===== config.mk =====
export PLATFORM = sky130hd
export DESIGN_NAME = inst_prefetch_buffer_flat
export DESIGN_NICKNAME = d
export VERILOG_FILES = /design/src/rtl/inst_prefetch_buffer_if.sv /design/src/rtl/inst_prefetch_buffer.sv /design/src/flat_wrapper.sv
export SDC_FILE = /design/constraint.sdc
export NUM_CORES = 1
export LEC_CHECK = 0
export CAP_MARGIN = 10
export CELL_PAD_IN_SITES_DETAIL_PLACEMENT = 1
export CELL_PAD_IN_SITES_GLOBAL_PLACEMENT = 1
export CORE_MARGIN = 5
export CORE_UTILIZATION = 40
export CTS_BUF_LIST = sky130_fd_sc_hd__clkbuf_4 sky130_fd_sc_hd__clkbuf_8 sky130_fd_sc_hd__clkbuf_16
export DETAILED_ROUTE_END_ITERATION = 16
export GPL_TIMING_DRIVEN = 0
export PLACE_DENSITY_LB_ADDON = 0.1
export SLEW_MARGIN = 5
export SYNTH_ARGS = -nofsm -noshare
export SYNTH_HDL_FRONTEND = slang
export SYNTH_SLANG_ARGS = --single-unit

===== constraint.sdc =====
create_clock -name clk -period 4 [get_ports clk]
set_input_delay 0.6 -clock clk [delete_from_list [all_inputs] [get_ports clk]]
set_output_delay 0.6 -clock clk [all_outputs]
set_load 0.01 [all_outputs]

===== src/rtl/inst_prefetch_buffer_if.sv =====
// Handshake bundle between the prefetch buffer, instruction memory,
// the branch unit and the decode stage.
interface inst_prefetch_buffer_if;
  logic        redirect_valid;
  logic [31:0] redirect_pc;
  logic        stall;
  logic        mem_req;
  logic [31:0] mem_addr;
  logic        mem_ack;
  logic [31:0] mem_rdata;
  logic        inst_valid;
  logic [31:0] inst;
  logic [31:0] inst_pc;
  logic [31:0] inst_pcPlusFour;

  modport slave (
    input  redirect_valid, redirect_pc, stall, mem_ack, mem_rdata,
    output mem_req, mem_addr, inst_valid, inst, inst_pc, inst_pcPlusFour
  );

  modport master (
    output redirect_valid, redirect_pc, stall, mem_ack, mem_rdata,
    input  mem_req, mem_addr, inst_valid, inst, inst_pc, inst_pcPlusFour
  );
endinterface


===== src/rtl/inst_prefetch_buffer.sv =====
// Fetch-stage front end: sequential single-outstanding fetches into a small
// {pc, inst} FIFO, with stall and branch-redirect flush handling.
module inst_prefetch_buffer #(
  parameter int          DEPTH    = 4,
  parameter logic [31:0] RESET_PC = 32'h0000_0000,
  parameter logic [31:0] NOP_INST = 32'h0000_0013
) (
  input  logic                  clk,
  input  logic                  reset,
  inst_prefetch_buffer_if.slave bus
);

  localparam int PtrW = $clog2(DEPTH);
  localparam logic [PtrW:0] FullCount = (PtrW+1)'(DEPTH);

  typedef enum logic [1:0] {IDLE, WAIT, DISCARD} state_e;

  state_e          state_q;
  logic            memReq_q;
  logic [31:0]     reqAddr_q;
  logic [31:0]     fetchPc_q;
  logic [PtrW-1:0] rdPtr_q, rdPtr_d;
  logic [PtrW-1:0] wrPtr_q, wrPtr_d;
  logic [PtrW:0]   count_q, count_d;
  logic [31:0]     pcMem_q   [DEPTH];
  logic [31:0]     instMem_q [DEPTH];

  logic        push;
  logic        pop;
  logic        headValid;
  logic [31:0] redirPc;

  assign headValid = (count_q != '0);
  assign redirPc   = bus.redirect_pc & 32'hFFFF_FFFC;
  // Redirect overrides both ends of the FIFO in the same cycle.
  assign pop       = headValid && !bus.stall && !bus.redirect_valid;
  assign push      = (state_q == WAIT) && bus.mem_ack && !bus.redirect_valid;

  always_comb begin
    count_d = count_q;
    rdPtr_d = rdPtr_q;
    wrPtr_d = wrPtr_q;
    if (bus.redirect_valid) begin
      count_d = '0;
      rdPtr_d = '0;
      wrPtr_d = '0;
    end else begin
      count_d = count_q + {{PtrW{1'b0}}, push} - {{PtrW{1'b0}}, pop};
      if (pop)  rdPtr_d = rdPtr_q + PtrW'(1);
      if (push) wrPtr_d = wrPtr_q + PtrW'(1);
    end
  end

  // Entry storage needs no reset: reads are gated by the count.
  always_ff @(posedge clk) begin
    if (push) begin
      pcMem_q[wrPtr_q]   <= fetchPc_q;
      instMem_q[wrPtr_q] <= bus.mem_rdata;
    end
  end

  always_ff @(posedge clk or posedge reset) begin
    if (reset) begin
      state_q   <= IDLE;
      memReq_q  <= 1'b0;
      reqAddr_q <= '0;
      fetchPc_q <= RESET_PC;
      count_q   <= '0;
      rdPtr_q   <= '0;
      wrPtr_q   <= '0;
    end else begin
      count_q <= count_d;
      rdPtr_q <= rdPtr_d;
      wrPtr_q <= wrPtr_d;
      case (state_q)
        IDLE: begin
          if (bus.redirect_valid) begin
            fetchPc_q <= redirPc;
          end else if (count_q < FullCount) begin
            memReq_q  <= 1'b1;
            reqAddr_q <= fetchPc_q;
            state_q   <= WAIT;
          end
        end
        WAIT: begin
          if (bus.redirect_valid) begin
            fetchPc_q <= redirPc;
            if (bus.mem_ack) begin
              memReq_q <= 1'b0;
              state_q  <= IDLE;
            end else begin
              state_q  <= DISCARD;
            end
          end else if (bus.mem_ack) begin
            fetchPc_q <= fetchPc_q + 32'd4;
            memReq_q  <= 1'b0;
            state_q   <= IDLE;
          end
        end
        DISCARD: begin
          // The in-flight response belongs to the abandoned path.
          if (bus.redirect_valid) fetchPc_q <= redirPc;
          if (bus.mem_ack) begin
            memReq_q <= 1'b0;
            state_q  <= IDLE;
          end
        end
        default: begin
          memReq_q <= 1'b0;
          state_q  <= IDLE;
        end
      endcase
    end
  end

  assign bus.mem_req         = memReq_q;
  assign bus.mem_addr        = reqAddr_q;
  assign bus.inst_valid      = headValid;
  assign bus.inst            = headValid ? instMem_q[rdPtr_q] : NOP_INST;
  assign bus.inst_pc         = headValid ? pcMem_q[rdPtr_q] : 32'h0;
  assign bus.inst_pcPlusFour = bus.inst_pc + 32'd4;

endmodule


===== src/flat_wrapper.sv =====
// flat-port wrapper written by rule: the top's interface ports become plain ports
module inst_prefetch_buffer_flat 
#(
  parameter int          DEPTH    = 4,
  parameter logic [31:0] RESET_PC = 32'h0000_0000,
  parameter logic [31:0] NOP_INST = 32'h0000_0013
)
  (clk, reset, bus_redirect_valid, bus_redirect_pc, bus_stall, bus_mem_ack, bus_mem_rdata, bus_mem_req, bus_mem_addr, bus_inst_valid, bus_inst, bus_inst_pc, bus_inst_pcPlusFour);
  inst_prefetch_buffer_if bus_i ();
  input  logic clk;
  input  logic reset;
  input wire logic [$bits(bus_i.redirect_valid)-1:0] bus_redirect_valid;
  input wire logic [$bits(bus_i.redirect_pc)-1:0] bus_redirect_pc;
  input wire logic [$bits(bus_i.stall)-1:0] bus_stall;
  input wire logic [$bits(bus_i.mem_ack)-1:0] bus_mem_ack;
  input wire logic [$bits(bus_i.mem_rdata)-1:0] bus_mem_rdata;
  output wire logic [$bits(bus_i.mem_req)-1:0] bus_mem_req;
  output wire logic [$bits(bus_i.mem_addr)-1:0] bus_mem_addr;
  output wire logic [$bits(bus_i.inst_valid)-1:0] bus_inst_valid;
  output wire logic [$bits(bus_i.inst)-1:0] bus_inst;
  output wire logic [$bits(bus_i.inst_pc)-1:0] bus_inst_pc;
  output wire logic [$bits(bus_i.inst_pcPlusFour)-1:0] bus_inst_pcPlusFour;
  assign bus_i.redirect_valid = bus_redirect_valid;
  assign bus_i.redirect_pc = bus_redirect_pc;
  assign bus_i.stall = bus_stall;
  assign bus_i.mem_ack = bus_mem_ack;
  assign bus_i.mem_rdata = bus_mem_rdata;
  assign bus_mem_req = bus_i.mem_req;
  assign bus_mem_addr = bus_i.mem_addr;
  assign bus_inst_valid = bus_i.inst_valid;
  assign bus_inst = bus_i.inst;
  assign bus_inst_pc = bus_i.inst_pc;
  assign bus_inst_pcPlusFour = bus_i.inst_pcPlusFour;
  inst_prefetch_buffer #(.DEPTH(DEPTH), .RESET_PC(RESET_PC), .NOP_INST(NOP_INST)) u_core (.clk(clk), .reset(reset), .bus(bus_i));
endmodule

# Word-level counts from Yosys, hierarchy flattened
# Memory sizes are Yosys's and may differ from the RTL's.
# Cells that the tools add are included.
dict set report totals {
  register_bits 74
  ramBits 256
  wordCells 64
  out_inout_bits 130
  memories 2
  inputBits 69
}
dict set report op_classes {
  n_mux 23
  reduce_logical 17
  magnitude_cmp 1
  addsub 6
  n_bitwise 1
  n_eq_ne 7
}
# name words word_bits read_ports rd_ports_with_merged_regs wr line
set mem_list {}
lappend mem_list {u_core.instMem_q 4 32 1 0 1 inst_prefetch_buffer.sv:26} ;# logic [31:0] instMem_q [DEPTH];
lappend mem_list {u_core.pcMem_q 4 32 1 0 1 inst_prefetch_buffer.sv:25} ;# logic [31:0] pcMem_q [DEPTH];
# operator count
set op_table {}
lappend op_table {{32-bit two-way mux} 5}
lappend op_table {{32-bit by 3-bit adder with 32-bit output (second input constant)} 2}
lappend op_table {{32-bit case mux with 2 select lines} 1}
lappend op_table {{2-bit two-way mux} 9}
lappend op_table {{3-bit AND reduction} 3}
lappend op_table {{2-bit by 1-bit != test with 1-bit output (second input constant)} 3}
lappend op_table {{2-bit case mux with 3 select lines} 1}
lappend op_table {{2-bit nonzero test} 3}
lappend op_table {{1-bit two-way mux} 5}
lappend op_table {{2-bit by 1-bit adder with 2-bit output (second input constant)} 2}
lappend op_table {{1-bit logical AND} 4}
lappend op_table {{2-bit OR reduction} 2}
lappend op_table {{3-bit by 1-bit adder with 3-bit output} 1}
lappend op_table {{3-bit less-than comparator (second input constant)} 1}
lappend op_table {{3-bit two-way mux} 1}
lappend op_table {{3-bit != test (second input constant)} 1}
lappend op_table {{3-bit nonzero test} 1}
lappend op_table {{3-bit by 1-bit subtractor with 3-bit output} 1}
lappend op_table {{2-bit by 1-bit == test with 1-bit output (second input constant)} 1}
lappend op_table {{2-bit == test (second input constant)} 1}
lappend op_table {{1-bit zero test} 2}
lappend op_table {{2-bit zero test} 1}
lappend op_table {{2-bit != test (second input constant)} 1}
lappend op_table {{1-bit case mux with 2 select lines} 1}
lappend op_table {{2 further kinds} 2}

# Logic depth before layout (Yosys ltp)
# Gate-level depths: netlist of the first run.
dict set report depth {
  ltp_word 6
  ltp_mapped 11
  mapped_depth_nobuf 9
}

# Worst setup path after synthesis of the first run
# OpenSTA, ideal clock, no wires.
dict set report synth_path {
  kind {reg2out}
  startpoint {register u_core.count_q[1]}
  endpoint {output port bus_inst_pcPlusFour[30]}
  stages_incl_launch_ff 12
  slack_ps 307
  arrival_ps 3093
  n_path_buf 2
  path_cell_list {dfrtp_1 nor3_2 inv_1 clkdlybuf4s50_2 clkbuf_1 and2_1 ha_1 nand2_1 or3_1 or3_4 nor4_2 xor2_1}
}
dict set report synth_via {
  elab_chain_cells 3
}
# element line
set synth_lines {}
lappend synth_lines {{from (decl)} inst_prefetch_buffer.sv:24} ;# logic [PtrW:0] count_q, count_d;
lappend synth_lines {{from (signal assigned)} inst_prefetch_buffer.sv:72} ;# count_q <= count_d;
lappend synth_lines {{3-bit nonzero test} inst_prefetch_buffer.sv:33} ;# assign headValid = (count_q != '0);
lappend synth_lines {{named net bus_inst_valid} flat_wrapper.sv:19} ;# output wire logic [$bits(bus_i.inst_valid)-1:0] bus_inst_valid;
lappend synth_lines {{32-bit two-way mux} inst_prefetch_buffer.sv:120} ;# assign bus.inst_pc = headValid ? pcMem_q[rdPtr_q] : 32'h0;
lappend synth_lines {{named net bus_inst_pc[3]} flat_wrapper.sv:21} ;# output wire logic [$bits(bus_i.inst_pc)-1:0] bus_inst_pc;
lappend synth_lines {{32-bit by 3-bit adder with 32-bit output} inst_prefetch_buffer.sv:121} ;# assign bus.inst_pcPlusFour = bus.inst_pc + 32'd4;
lappend synth_lines {{to (decl)} flat_wrapper.sv:22} ;# output wire logic [$bits(bus_i.inst_pcPlusFour)-1:0] bus_inst_pcPlusFour;
# The timed path passes the listed nets, and every way through them passes these cells.

# Worst setup path after layout of the first run
dict set report layout_path {
  startpoint {register u_core.rdPtr_q[1]}
  endpoint {output port bus_inst_pcPlusFour[24]}
}
dict set report layout_via {
  elab_chain_cells 3
}
# element line
set layout_lines {}
lappend layout_lines {{from (decl)} inst_prefetch_buffer.sv:22} ;# logic [PtrW-1:0] rdPtr_q, rdPtr_d;
lappend layout_lines {{from (signal assigned)} inst_prefetch_buffer.sv:73} ;# rdPtr_q <= rdPtr_d;
lappend layout_lines {{memory 4 x 32 bit} -}
lappend layout_lines {{32-bit two-way mux} inst_prefetch_buffer.sv:120}
lappend layout_lines {{32-bit by 3-bit adder with 32-bit output} inst_prefetch_buffer.sv:121}
# No other way between the ends.

==> results.md, run 1 <==
- Power Density: 708.1 mW/mm²
- Drt drc: 0
- Post-CTS Hold Fix Bufs: 0
- Placed inst area: approximately 0.016 mm²
- Max Slew Vio Count: 0
- Status: complete, no violations
- Final critical-path required period: just under 4000 ps
- Setup violations, final: 0
- Yosys Warn Count: 0
- I/O Buffers: 190
- Period utilisation layout: 96.73%
- Max Clk Rate: 0.2585 GHz
- DP HPWL: 25470 µm
- DRT Pass-1 Iters: 4
- Worst endpoint required time: 3400 ps
- GP Congestion: 0.8414
- Worst Path Arrival: 3270 ps
- Share of cells above drive strength 1: between 10% and 20%
- R2R depth: 7
- H-tree levels: 2
- Via count: ~8500
- Clock sink count: 318
- Fill cells: 3318
- Die height: 195.7 µm
- Worst hold path type: in2async
- First DRT Iteration DRCs: 440
- CP max stage cell: or3_4
- Leak: slightly above 0.006 µW
- Power Internal: 8546 µW
- Clock Power Share: ~25%
- Largest net degree at the start of global routing: 50
- Peak supply drop: 0.0003651 V
- Area Growth Syn to Fin: 29.03%
- Mean Syn Cell Area: around 16 µm²
- Sw Share: between 30% and 40%
- Yosys top cell by area: edfxtp_1
- Vias in the first global route: 9100
- Inserted Diodes: 0
- First-pass GRT wire length: 55810 µm
- Yosys reg bits: 318
- Total Power: 12600 µW
- Crit Path Class: reg2out
- Initial antenna violation count: 0
- Final hold violations: 0
- Core area: roughly 0.034 mm²
- Initial core utilization: 40.22%
- Die Width: approximately 200 µm
- Share of the synthesized area in the top cell type: a little over half
- CTS tree: yes
- Max Cap Viol: 0
- Most common cell after layout, fill and taps aside: edfxtp_1
- Clock skew: 9.633 ps
- Sequential fraction of the synthesis area: 66.71%
- Antenna Nets Post-Route: 0
- GRT Resource Usage Total: about a fifth
- RSZ-0062 raised after global routing: no
- Final WL: 36260 µm
- Setup crit end kind: output port
- Slowest Stage Delay on Critical Path: approximately 460 ps
- Synthesized cell area: 0.01379 mm²
- Critical path peak fanout: 10
- Buffers and inverters on the worst path: 3
- Design Area, Final: 0.01779 mm²
- Footprint of the multi-input gates: 0.004348 mm²
- Grt total ovfl: 0
- Crit start category: flip-flop
- CTS root buf: clkbuf_16
- Reg area: between 0.009 and 0.01 mm²
- Worst path cell trace: buf_8, buf_8, mux4_2, and2_4, ha_4, nand2_2, or3_4, or3_4, nor2_1, xor2_1, clkdlybuf4s15_2
- Cells after Synth: 880
- Vias per cell: 5.273
- Synth area leaders: edfxtp_1 (54%), dfrtp_1 (13%), mux4_2 (8.0%)
- Die area: 0.03829 mm²
- Clk_lat worst skew: 500 ps
- Clock Path Buffers: 3
- Slew @ Worst Pin: 829.7 ps
- Nets@finish: 1211
- Rel. slew slack: 44.26%
- Avg WL per Cell: between 20 and 25 µm
- Row cnt: 68
- Sw Pwr: 4053 µW
- Combinational Power Share: a little over a third
- TritonCTS buffer count: 36
- Clock-pin slew on the worst setup and hold paths: 60 ps
- Synth cell types: 53
- # IOs: roughly 200
- Cell family with most CP delay: simple AND/OR/NAND/NOR gates
- Most frequent cells in the layout: edfxtp_1 (248), clkdlybuf4s50_1 (176), dfrtp_1 (68), mux4_2 (55), and2_1 (55)
- Crit path depth: 11
- Power share of the sequential group: 38.1%
-- power by group through the flow --
stage	clock network (µW)	registers [µW]	logic, µW
after floorplan	0	4690	2360
after global placement	0	4840	4470
after detailed placement	0	4860	4520
after CTS	3300	4800	4650
after global routing	3460	4880	4980
final	3200	4800	4600
-- final cells by class --
cell class                 instances  area share (%)
timing repair buffer             206           11.73
buffer                            49           1.941
clock inverter                    14          0.7665
tap                              455           3.200
clock buffer                      49           5.710
sequential                       318           51.72
multi-input combinational        495           24.44
inverter                          23          0.4993
-- worst register-to-register path: cells and delay by family, from the launching register on --
family,cells,cell delay (ps)
simple gates,4,1580
flops,1,540
compound gates,2,470
buf+inv,1,230
-- through the flow --
step	TNS, ps	utilization [%]	worst slack (ps)	hold slack, ps	std cells
after global placement	-229100	47.48	-1260	490.4	1530
final	0	51.89	131.0	419.5	1609
after floorplan	0	-	306.5	471.0	885
after detailed placement	-18280	47.83	-1302	495.7	1535
after global routing	0	51.89	11.89	429.0	1609
after CTS	-11.89	51.71	-8.563	409.1	1608
-- cell families (layout without fill, tap and decap cells) --
| kind of cell | count (synthesis) | count (layout) | share of synthesized area, % |
|---|---|---|---|
| muxes | 94 | 94 | 13.31 |
| adders and majority gates | 13 | 13 | 1.234 |
| DFF | 318 | 318 | 66.71 |
| other | 1 | 6 | 0.02719 |
| and+or+nand+nor | 237 | 237 | 9.346 |
| xor gates and xnor gates | 33 | 33 | 2.096 |
| buffers and inverters | 72 | 341 | 2.504 |
| AOI/OAI and AO/OA | 112 | 112 | 4.773 |
-- synthesized netlist by cell type (all sizes together) --
| cell type | n |
|---|---|
| edfxtp | 248 |
| dfrtp | 70 |
| and2 | 65 |
| mux4 | 64 |
| a21oi | 48 |
| nand2 | 45 |
| nor2 | 36 |
| nand3 | 35 |
| clkbuf | 31 |
| mux2 | 30 |
| inv | 23 |
| o21ai | 22 |
| xor2 | 20 |
| o22ai | 18 |
| buf | 17 |
| nor3 | 14 |
| xnor2 | 13 |
| ha | 12 |
| nand4 | 9 |
| and3 | 6 |
| a2bb2oi | 5 |
| nand2b | 5 |
| nor4 | 5 |
| a311oi | 4 |
| a31oi | 4 |
| and4 | 4 |
| nand3b | 4 |
| or2 | 4 |
| o32ai | 3 |
| or3 | 3 |
| a21o | 2 |
| a221oi | 2 |
| o31ai | 2 |
| a31o | 1 |
| clkdlybuf4s50 | 1 |
| conb | 1 |
| fa | 1 |
| nor2b | 1 |
| nor4b | 1 |
| o31a | 1 |
-- flip-flops by register name (all words and copies together) (netlist names) --
| name | count |
|---|---|
| u_core.instMem_q | 128 |
| u_core.pcMem_q | 120 |
| u_core.bus.mem_addr | 30 |
| u_core.fetchPc_q | 30 |
| u_core.count_q | 3 |
| u_core.rdPtr_q | 2 |
| u_core.state_q | 2 |
| u_core.wrPtr_q | 2 |
| u_core.bus.mem_req | 1 |
-- worst paths after layout --
path                                          from                      end  slack [ps]
max reg2reg                   u_core.fetchPc_q[13]     u_core.fetchPc_q[26]        1080
min in group clk           u_core.bus.mem_addr[21]  u_core.bus.mem_addr[21]         510
max                              u_core.rdPtr_q[1]  bus_inst_pcPlusFour[24]         130
max in group asynchronous                    reset     u_core.fetchPc_q[23]        3010
min                                          reset        u_core.state_q[1]         420
min reg2reg                u_core.bus.mem_addr[21]  u_core.bus.mem_addr[21]         510
-- repair_timing --
item	CTS	global route
endpoints found under the hold margin	0	0
gates resized for setup	62	25
buffers inserted	10	1
pin swaps	5	1
endpoints found under the setup margin	81	41
-- per-layer routing --
layer	global-route usage [%]	vias to the layer above	share of wire, %
met5	0	-	0
met1	26.24	4331	44
li1	-	3871	-
met3	2.937	41	4.6
met2	31.23	242	49
met4	4.319	0	1.9
Note: power is estimated with default switching activity, not from simulation.
==> run 2: changes to the inputs <==
- CORE_UTILIZATION: 40 -> 46
==> run 2 against run 1 <==
Largest cell class unchanged. Die area shrank 12%. Sequential share of layout area is essentially flat. Cell count shrank 4.0%. Global-route usage grew 2.9 points. Highest routed layer unchanged. Setup slack lost 130 ps. Routed wire length shrank 0.68%. Critical path depth shrank 1. Maximum frequency shrank 3.2%. Largest power group unchanged. First-iteration DRC count grew 37%.
==> results.md, run 2 (synthesized netlist as in run 1, its figures left out) <==
- Status: complete, no violations
- Slew @ Worst Pin: 938.5 ps
- TritonCTS buffer count: 34
- Critical Path Most Common Cell: or3_4
- Peak supply drop: between 0.0003 and 0.0004 V
- RSZ-0062 raised after global routing: yes
- Final critical-path required period: 3996 ps
- Leak: 0.006301 µW
- Vias in the first global route: a little over 9000
- Clock-pin slew on the worst setup and hold paths: approximately 60 ps
- Sw Share: between 30 and 40%
- Power Internal: approximately 8600 µW
- Vias per cell: between 5 and 6
- Clock skew: roughly 14 ps
- GP Congestion: slightly above 0.9
- Clock Path Buffers: 3
- Placed Cells: 1470
- Avg WL per Cell: 23.31 µm
- Design Area, Final: roughly 0.018 mm²
- CTS root buf: clkbuf_16
- Setup crit end kind: output port
- Die height: 183.1 µm
- Core area: 0.02964 mm²
- CP max stage cell: dfrtp_2
- Grt total ovfl: 0
- Placed inst area: ~0.016 mm²
- Worst slack, placed: -1105 ps
- # IOs: between 150 and 200
- Final WS setup: 3.582 ps
- First DRT Iteration DRCs: between 600 and 700
- Worst hold path type: in2async
- Clock Power Share: 26.4%
- H-tree levels: 2
- Post-Layout Cell Count: 1545
- CTS tree: yes
- Clk_lat worst skew: 510 ps
- Rel. slew slack: between 30% and 40%
- Largest net degree at the start of global routing: 56
- Max Slew Vio Count: 0
- Period utilisation layout: 99.91%
- I/O Buffers: 190
- Power share of the sequential group: 37.8%
- Inserted Diodes: 0
- First-pass GRT wire length: 56260 µm
- DP HPWL: 25100 µm
- Setup violations, final: 0
- Crit Path Class: reg2out
- Max Clk Rate: 0.2502 GHz
- Top reg by flops: u_core.instMem_q
- Via count: 8653
- Worst endpoint required time: 3400 ps
- Sw Pwr: 4118 µW
- GRT Resource Usage Total: 21.61%
- Initial antenna violation count: 0
- Most common cell after layout, fill and taps aside: edfxtp_1
- Worst path cell trace: buf_12, mux4_2, and2_4, ha_4, nand2_4, or3_4, or3_4, nor4_4, xor2_1, buf_2
- Area Growth Syn to Fin: 29.06%
- Combinational Power Share: 35.8%
- Max Cap Viol: 0
- Antenna Nets Post-Route: 0
- Final hold violations: 0
- Most frequent cells in the layout: edfxtp_1 (248), clkdlybuf4s50_1 (174), dfrtp_1 (67), mux4_2 (54), and2_1 (54)
- Row cnt: 63
- Initial core utilization: 46.53%
- Number of flip-flops under the largest register name: 128
- Crit start category: flip-flop
- Nets@finish: 1212
- Final core area utilization: 60.05%
- Cell family with most CP delay: simple AND/OR/NAND/NOR gates
- Die Width: approximately 180 µm
- Largest registers: u_core.instMem_q: 128 flops, u_core.pcMem_q: 120 flops
- Drt drc: 0
- Critical path peak fanout: 10
- Final WL: 36020 µm
- Die area: 0.03354 mm²
- Share of cells above drive strength 1: between 15 and 20%
- Power Density: 715.8 mW/mm²
- Clock sink count: ~320
- Final hold slack: 377.7 ps
- Buffers and inverters on the worst path: 2
- Slowest Stage Delay on Critical Path: 450 ps
- Worst Path Arrival: between 3000 and 4000 ps
- DRT Pass-1 Iters: 5
-- run 2: metrics by stage --
stage | total power [µW] | setup TNS, ps
floorplan | 7043 | 0
global placement | 9237 | -212760
detailed placement | 9368 | -14440
CTS | 12850 | 0
global route | 13400 | -204.3
finish | 12740 | 0
-- run 2: power by group through the flow --
stage	clock [µW]	combinational [µW]	sequential, µW
after floorplan	0	2360	4690
after global placement	0	4410	4830
after detailed placement	0	4500	4870
after CTS	3420	4610	4820
after global routing	3580	4920	4900
final	3360	4560	4820
-- run 2: worst paths after layout --
check,start,endpoint,slack (ps),cells after the start
max,u_core.rdPtr_q[0],bus_inst_pcPlusFour[30],4,10
min reg2reg,u_core.bus.mem_addr[22],u_core.bus.mem_addr[22],510,1
min,reset,u_core.wrPtr_q[0],380,2
max reg2reg,u_core.fetchPc_q[11],u_core.fetchPc_q[30],830,7
min in group clk,u_core.bus.mem_addr[22],u_core.bus.mem_addr[22],510,1
max in group asynchronous,reset,u_core.bus.mem_addr[20],3050,3
-- run 2: cell type report --
cell class                      instances  area, µm²
Fill cell                            2790      11840
Sequential cell                       318       9203
Multi-Input combinational cell        495       4375
Timing Repair Buffer                  209       2125
Clock buffer                           44      997.2
Tap cell                              390      488.0
Buffer                                 49      309.0
Clock inverter                         17      211.5
Inverter                               23      88.84
-- run 2: what timing repair did --
action,in CTS,in global routing
hold buffers,0,0
endpoints found under the setup margin,81,12
gates resized for setup,73,19
setup buffers,7,7
pin swaps,12,6
-- run 2: metal layers --
layer	GRT usage, %	routed length, µm
met5	0	0
met4	5.721	839
met3	3.273	1806
met2	36.52	17820
met1	29.68	15550
